### src/rtl/uio_tx_pkg.sv
// Shared types and constants for the uio byte transmitter.
package uio_tx_pkg;

    typedef enum logic [2:0] {
        IDLE,
        SETUP,
        WAIT_ACK_H,
        WAIT_ACK_L,
        TURN
    } tx_state_t;

    localparam logic [7:0] OE_ON  = 8'hFF;
    localparam logic [7:0] OE_OFF = 8'h00;

endpackage

### src/rtl/uio_tx_fifo.sv
// Small circular byte FIFO; pointers carry one extra wrap bit to tell full from empty.
module uio_tx_fifo #(
    parameter int DEPTH = 4
) (
    input  logic       clk,
    input  logic       rst_n,
    input  logic [7:0] wr_data,
    input  logic       wr_en,
    input  logic       rd_en,
    output logic [7:0] rd_data,
    output logic       full,
    output logic       empty
);

    localparam int AW = $clog2(DEPTH);

    logic [7:0]  mem [DEPTH];
    logic [AW:0] wr_ptr;
    logic [AW:0] rd_ptr;
    logic        push;
    logic        pop;

    assign full    = (wr_ptr[AW] != rd_ptr[AW]) && (wr_ptr[AW-1:0] == rd_ptr[AW-1:0]);
    assign empty   = (wr_ptr == rd_ptr);
    assign push    = wr_en && !full;
    assign pop     = rd_en && !empty;
    assign rd_data = mem[rd_ptr[AW-1:0]];

    always_ff @(posedge clk or negedge rst_n) begin
        if (!rst_n) begin
            wr_ptr <= '0;
            rd_ptr <= '0;
        end else begin
            // NOTE: sequential state is written with <= so every flop samples pre-edge values.
            if (push) wr_ptr <= wr_ptr + 1'b1;
            if (pop)  rd_ptr <= rd_ptr + 1'b1;
        end
    end

    // NOTE: storage is deliberately not reset; the pointers alone decide which entries are valid.
    always_ff @(posedge clk) begin
        if (push) mem[wr_ptr[AW-1:0]] <= wr_data;
    end

endmodule

### src/rtl/uio_byte_tx.sv
// Transmit side of the uio byte port: queues bytes, then drives each one out with a
// 4-phase req/ack handshake, releasing the bus between bytes.
module uio_byte_tx
    import uio_tx_pkg::*;
#(
    parameter int DEPTH     = 4,
    parameter int SETUP_CYC = 1,
    parameter int TIMEOUT   = 255
) (
    input  logic       clk,
    input  logic       rst_n,
    input  logic [7:0] wr_data,
    input  logic       wr_en,
    output logic       full,
    output logic       empty,
    output logic [7:0] uio_out,
    output logic [7:0] uio_oe,
    output logic       req_out,
    input  logic       ack_in,
    output logic       busy,
    output logic       err,
    input  logic       err_clr
);

    localparam logic [3:0] SETUP_LOAD = 4'(SETUP_CYC - 1);
    localparam logic [7:0] TMO_LOAD   = 8'(TIMEOUT);

    tx_state_t  state, state_nxt;
    logic [3:0] setup_cnt, setup_nxt;
    logic [7:0] tmo_cnt, tmo_nxt;
    logic [7:0] data_q, data_nxt;
    logic       oe_q, oe_nxt;
    logic       req_q, req_nxt;
    logic       err_q, err_nxt;
    logic       abort;
    logic       rd_en;
    logic [7:0] fifo_data;
    logic       ack_s1, ack_s;

    uio_tx_fifo #(.DEPTH(DEPTH)) u_fifo (
        .clk     (clk),
        .rst_n   (rst_n),
        .wr_data (wr_data),
        .wr_en   (wr_en),
        .rd_en   (rd_en),
        .rd_data (fifo_data),
        .full    (full),
        .empty   (empty)
    );

    // ack_in comes from off-chip with no timing relation to clk.
    always_ff @(posedge clk or negedge rst_n) begin
        if (!rst_n) begin
            ack_s1 <= 1'b0;
            ack_s  <= 1'b0;
        end else begin
            ack_s1 <= ack_in;
            ack_s  <= ack_s1;
        end
    end

    always_comb begin
        // NOTE: every output of this block gets a default first, so no path can infer a latch.
        state_nxt = state;
        setup_nxt = setup_cnt;
        tmo_nxt   = tmo_cnt;
        data_nxt  = data_q;
        oe_nxt    = oe_q;
        req_nxt   = req_q;
        rd_en     = 1'b0;
        abort     = 1'b0;
        case (state)
            IDLE: begin
                if (!empty) begin
                    rd_en     = 1'b1;
                    data_nxt  = fifo_data;
                    oe_nxt    = 1'b1;
                    setup_nxt = SETUP_LOAD;
                    state_nxt = SETUP;
                end
            end
            SETUP: begin
                if (setup_cnt == 4'd0) begin
                    req_nxt   = 1'b1;
                    tmo_nxt   = TMO_LOAD;
                    state_nxt = WAIT_ACK_H;
                end else begin
                    setup_nxt = setup_cnt - 4'd1;
                end
            end
            WAIT_ACK_H: begin
                if (ack_s) begin
                    req_nxt   = 1'b0;
                    tmo_nxt   = TMO_LOAD;
                    state_nxt = WAIT_ACK_L;
                end else if (tmo_cnt == 8'd0) begin
                    abort = 1'b1;
                end else begin
                    tmo_nxt = tmo_cnt - 8'd1;
                end
            end
            WAIT_ACK_L: begin
                if (!ack_s) begin
                    oe_nxt    = 1'b0;
                    data_nxt  = 8'h00;
                    state_nxt = TURN;
                end else if (tmo_cnt == 8'd0) begin
                    abort = 1'b1;
                end else begin
                    tmo_nxt = tmo_cnt - 8'd1;
                end
            end
            TURN:    state_nxt = IDLE;
            default: state_nxt = IDLE;
        endcase

        if (abort) begin
            req_nxt   = 1'b0;
            oe_nxt    = 1'b0;
            data_nxt  = 8'h00;
            state_nxt = TURN;
        end
        // A timeout in the same cycle as err_clr must still be reported.
        err_nxt = abort ? 1'b1 : (err_clr ? 1'b0 : err_q);
    end

    always_ff @(posedge clk or negedge rst_n) begin
        if (!rst_n) begin
            state     <= IDLE;
            setup_cnt <= '0;
            tmo_cnt   <= '0;
            data_q    <= '0;
            oe_q      <= 1'b0;
            req_q     <= 1'b0;
            err_q     <= 1'b0;
        end else begin
            state     <= state_nxt;
            setup_cnt <= setup_nxt;
            tmo_cnt   <= tmo_nxt;
            data_q    <= data_nxt;
            oe_q      <= oe_nxt;
            req_q     <= req_nxt;
            err_q     <= err_nxt;
        end
    end

    assign uio_out = data_q;
    assign uio_oe  = oe_q ? OE_ON : OE_OFF;
    assign req_out = req_q;
    assign err     = err_q;
    assign busy    = (state != IDLE);

endmodule

### config.mk
export PLATFORM = sky130hd
export DESIGN_NAME = uio_byte_tx
export DESIGN_NICKNAME = d
export VERILOG_FILES = /design/src/rtl/uio_tx_pkg.sv /design/src/rtl/uio_tx_fifo.sv /design/src/rtl/uio_byte_tx.sv
export SDC_FILE = /design/constraint.sdc
export NUM_CORES = 1
export LEC_CHECK = 0
export CAP_MARGIN = 15
export CORE_UTILIZATION = 50
export CTS_CLUSTER_SIZE = 20
export DETAILED_ROUTE_END_ITERATION = 16
export PLACE_DENSITY = 0.79
export SLEW_MARGIN = 20
export SYNTH_ARGS = -nofsm -noshare
export SYNTH_HDL_FRONTEND = slang
export SYNTH_SLANG_ARGS = --single-unit
export TNS_END_PERCENT = 10
### constraint.sdc
create_clock -name clk -period 3.9 [get_ports clk]
set_input_delay 0.585 -clock clk [delete_from_list [all_inputs] [get_ports clk]]
set_output_delay 0.585 -clock clk [all_outputs]
set_load 0.03 [all_outputs]
# After elaboration in Yosys (flattened, before gate mapping)

Memory sizes are Yosys's and may differ from the RTL's.
Index checks and enable logic that the tools add are counted.

Register bits: 34
Bits in writable memories: 32
Bits of input ports: 13
Output and inout bits: 21
Memories kept: 1

Memories:

| name       | depth | bits a word | read ports | clocked after Yosys merged registers in | wr ports | RTL line          | text |
|---|---|---|---|---|---|---|---|
| u_fifo.mem | 4     | 8           | 1          | 0                                       | 1        | uio_tx_fifo.sv:17 | `logic [7:0] mem [DEPTH];` |

Add/subtract/negate cells: 4
Equality and inequality tests: 14
Muxes and demuxes: 37
Reductions and logical operators: 19

Operators by type and width:

| operator                                          | number |
|---|---|
| 2-to-1 mux 8 bit                                  | 8 |
| case mux 8 bit (3 select lines)                   | 1 |
| case mux 8 bit (2 select lines)                   | 1 |
| 2-to-1 mux 1 bit                                  | 15 |
| 2-to-1 mux 3 bit                                  | 5 |
| inequality test 3 bit (second input constant)     | 4 |
| case mux 3 bit (4 select lines)                   | 1 |
| AND reduction 3 bit                               | 4 |
| nonzero test 3 bit                                | 4 |
| zero test 8 bit                                   | 1 |
| 2-to-1 mux 4 bit                                  | 2 |
| inequality test 2 bit (second input constant)     | 4 |
| case mux 4 bit (2 select lines)                   | 1 |
| subtractor 8 x 1 -> 8 bit (second input constant) | 1 |
| adder 3 x 1 -> 3 bit (second input constant)      | 2 |
| == test 3 x 2 -> 1 bit (second input constant)    | 2 |
| case mux 1 bit (2 select lines)                   | 3 |
| zero test 4 bit                                   | 1 |
| AND reduction 4 bit                               | 1 |
| nonzero test 2 bit                                | 2 |
| subtractor 4 x 1 -> 4 bit (second input constant) | 1 |
| == test 3 x 1 -> 1 bit (second input constant)    | 1 |
| == test 3 bit                                     | 1 |
| logical AND 1 bit                                 | 3 |
| other kinds (4)                                   | 5 |

# Longest topological paths before layout

Word-level depth: 6
Depth in mapped cells: 6
Mapped depth without buffers: 6

# Hierarchy

Synthesis repeated with hierarchy kept, for this count alone.

Cell total of the unflattened synthesis: 230
Area total of the unflattened synthesis: 3138.0 um2

Modules (own cells, without submodules):

| module      | times used | cells each | area an instance (um2) | seq. area each (um2) |
|---|---|---|---|---|
| uio_tx_fifo | 1          | 90         | 1660.3                 | 1111.1 |
| uio_byte_tx | 1          | 140        | 1477.7                 | 700.7 |

# Worst setup path after synthesis

OpenSTA, ideal clock, no wires.

Path type: flip-flop to output port
Start: register u_fifo.rd_ptr[0]
End: output full
Arrival time: 1343 ps
Data required time: 3315 ps
Slack: 1972 ps
Cell stages (with the launch flop): 5
Path through: dfrtp_1 buf_4 xnor2_1 nand2_1 nor2_1

Word-level cells in the longest chain between the ends: 2

Ends and longest elaborated chain:

| item                   | RTL line          | text |
|---|---|---|
| from (decl)            | uio_tx_fifo.sv:19 | `logic [AW:0] rd_ptr;` |
| from (signal assigned) | uio_tx_fifo.sv:36 | `if (pop) rd_ptr <= rd_ptr + 1'b1;` |
| == test 2 bit          | uio_tx_fifo.sv:23 | `assign full = (wr_ptr[AW] != rd_ptr[AW]) && (wr_ptr[AW-1:0] == rd_ptr[AW-1:0]);` |
| logical AND 1 bit      | uio_tx_fifo.sv:23 |  |
| to (decl)              | uio_byte_tx.sv:14 | `output logic full,` |

Every way passes these cells.

# Worst setup path in the final report

Start: register u_fifo.rd_ptr[0]
End: output empty

Word-level cells in the longest chain between the ends: 1

Ends and longest elaborated chain:

| item          | RTL line          | text |
|---|---|---|
| == test 3 bit | uio_tx_fifo.sv:24 | `assign empty = (wr_ptr == rd_ptr);` |
| to (decl)     | uio_byte_tx.sv:15 | `output logic empty,` |

Every way passes these cells.

==> impl_results.md <==
* P&R area growth vs syn at 17.0%
* DP Wirelength at about 3.9 mm
* Fraction of layout cells with a size suffix above 1 at 13.2%
* Lkg Pwr at 1.40 nW
* Syn_nets at 252
* Min-Delay Path Class: reg -> reg
* Final TNS setup at 0 ns
* Htree depth at 3
* Vias in the first global route at 1889
* Chip width at 80.7 um
* Sw Pwr at 1.14 mW
* # fillers at 478
* Rel. slew slack at 58.9%
* Post-CTS setup buffer count at 0
* FF+latch area at approximately 1800 um2
* MaxCap Viol Count at 0
* Final hold violations at 0
* CTS sink cnt at 66
* Clock Latency Late Sink at between 0.3 and 0.4 ns
* Worst path slowest cell: clkdlybuf4s50_1
* F_max at about 0.34 GHz
* Seq/Total Area, Yosys at 58.5%
* Routed WL at between 5 and 6 mm
* Async SR Flop Fraction at 51.5%
* Final setup violation count at 0
* Initial core utilization at between 50 and 60%
* Critical path launch point type: flop
* Cell taking the most area after synthesis: edfxtp_1
* Row cnt at 28
* Netlist cell types at 52
* Hold_buf cts at 0
* Total grt overflow at 0
* EDFF count, synth at 32
* CTS tree: done
* Clock share of power at 18.7%
* Period minus WS final at 2.96 ns
* Status: complete, no violations
* Port bufs at 33
* Layout Skew at ~0.008 ns
* Ys Warns at 0
* First-pass GRT wire length at 9.27 mm
* Worst slew pin tran at 0.617 ns
* Required time of the critical path at 3.31 ns
* Post-route ant nets at 0
* Critical Path, Cell by Cell: xnor2_1, nand3_1, inv_1, clkdlybuf4s50_1
* Period utilisation layout at 76.0%
* Vias/cell at 5.71
* Tot GR Track Use at roughly 20%
* Top cell type's share of synthesized area at between 30% and 40%
* Root buf cell: clkbuf_8
* Gate power share at 41.6%
* Post-synthesis register bit count at 66
* Num ports at 34
* Worst VDD drop at 0.000482 V
* Die height at just over 80 um
* CP endpoint kind: output pin
* Synth Instances at 230
* Nets at 282
* Largest net degree at the start of global routing at 35
* Crit-path max cell delay at ~0.67 ns
* Commonest non-fill, non-tap cell in the layout: dfrtp_1
* PostCTS Resize Cnt at 0
* Crit path kind: reg -> out
* DR pass1 iterations at 4
* Net Sw Frac at about two fifths
* Max Slew Vio Count at 0
* Critical Path AT at 2.38 ns
* WL/cell at 16.5 um
* Crit path max fanout at 11
* DR iter-0 viols at 116
* RSZ-0062 raised after global routing: no
* CTS Buf Count at 9
* Sequential share of power at 39.7%
* Full die area at 6510 um2
* P_int at ~1.7 mW
* Detailed-route DRC error count at 0
* Cell Count, Final, Fillers Out at 340
* Antenna Cells at 0
* Power Dens Cells at 782 nW/um2
* Main synth FF type: dfrtp_1
* Top cells by area, synth: edfxtp_1 (31%), dfrtp_1 (27%), mux4_2 (5.8%)
* Initial antenna violation count at 0
* Worst-case clock buffer depth at 2
* GP Congestion at 0.879
* Placed insts at 324
* Area of the multi-input gates at around 1100 um2
* Mapped cell area at 3100 um2
* Core ar. at 5960 um2
* Commonest cells after routing, fill and taps aside: dfrtp_1 (34), clkdlybuf4s50_1 (33), edfxtp_1 (32)
* Clk slew on worst S/H paths at roughly 0.08 ns
* Avg Inst Size Synth at between 10 and 15 um2
* DR vias at 1941
cell families after synthesis:
kind of cell | after synthesis | share of synthesized area (%)
flops | 66 | 58.5
compound gates | 52 | 13.2
simple gates | 52 | 10.1
buf+inv | 30 | 4.85
fa+ha+maj | 12 | 4.61
xor+xnor | 9 | 2.55
mux | 9 | 6.18
sequential cells by signal, summed over array words and instances (netlist names), 3 cells and up:
signal         flops
u_fifo.mem        32
tmo_cnt            8
uio_out            8
setup_cnt          4
state              3
u_fifo.rd_ptr      3
u_fifo.wr_ptr      3
cell type report:
type	count	share of cell area (%)
clock inverter	7	1.66
multi-input combinational	134	31.3
timing repair buffer	35	9.53
sequential	66	50.0
clock buffer	9	3.42
inverter	14	1.45
tap	75	2.59
synthesized netlist by cell type, types with 2 or more instances:
| master | n |
|---|---|
| and2_1 | 7 |
| nor3_1 | 3 |
| or4_1 | 2 |
| maj3_1 | 3 |
| a31oi_1 | 5 |
| nand2b_1 | 4 |
| a21oi_1 | 8 |
| o41ai_4 | 2 |
| dfrtp_1 | 34 |
| nor2b_1 | 2 |
| xnor2_1 | 6 |
| o21ai_1 | 2 |
| xor2_1 | 3 |
| inv_1 | 14 |
| o21ai_0 | 10 |
| or3_1 | 3 |
| buf_2 | 3 |
| nor2_1 | 6 |
| mux4_2 | 8 |
| nand2_1 | 8 |
| buf_4 | 9 |
| edfxtp_1 | 32 |
| ha_1 | 9 |
| clkbuf_1 | 3 |
| a22o_1 | 12 |
| nand3_1 | 6 |
power groups by stage:
stage | clock network (mW) | registers (mW) | logic [mW]
2_1_floorplan | 0 | 1.08 | 0.913
3_3_place_gp | 0 | 1.13 | 1.15
3_5_place_dp | 0 | 1.14 | 1.19
4_1_cts | 0.542 | 1.13 | 1.19
5_1_grt | 0.573 | 1.16 | 1.28
6_report | 0.530 | 1.13 | 1.18
metrics by stage:
step | power (mW) | utilization (%) | hold WS, ns | area [um2] | setup slack [ns]
after floorplan | 1.99 | - | 0.289 | 3100 | 1.97
after global placement | 2.28 | 57.7 | 0.336 | 3440 | 1.34
after detailed placement | 2.33 | 57.7 | 0.338 | 3440 | 1.30
after CTS | 2.86 | 60.8 | 0.356 | 3620 | 0.919
after global routing | 3.00 | 60.8 | 0.366 | 3620 | 0.795
final | 2.83 | 60.8 | 0.354 | 3620 | 0.937
critical path: cells and delay by family (launching register included):
kind          cells  cell delay [ns]
xor+xnor          1             0.45
buf+inv           2             0.76
flops             1             0.61
simple gates      1             0.21
per-layer routing:
metal	global-route usage [%]	share of wire [%]
met5	0	0
met4	7.14	1.1
met3	6.25	5.0
met2	30.3	49
met1	26.0	45
path summary, 6_finish.rpt:
path / from / cells past startpoint / end / slack, ns
setup / recovery: u_fifo.rd_ptr[0]$_DFFE_PN0P_ / 4 / empty / 0.94
hold / removal: ack_s1$_DFF_PN0_ / 0 / ack_s$_DFF_PN0_ / 0.35
setup reg to reg: u_fifo.rd_ptr[0]$_DFFE_PN0P_ / 3 / u_fifo.mem[3][7]$_DFFE_PP_ / 1.51
hold reg to reg: ack_s1$_DFF_PN0_ / 0 / ack_s$_DFF_PN0_ / 0.35
max in group asynchronous: rst_n / 2 / uio_out[6]$_DFFE_PN0P_ / 2.95
min in group asynchronous: rst_n / 2 / tmo_cnt[3]$_DFFE_PN0P_ / 0.65
No activity file was read; power rests on OpenSTA's default activity.
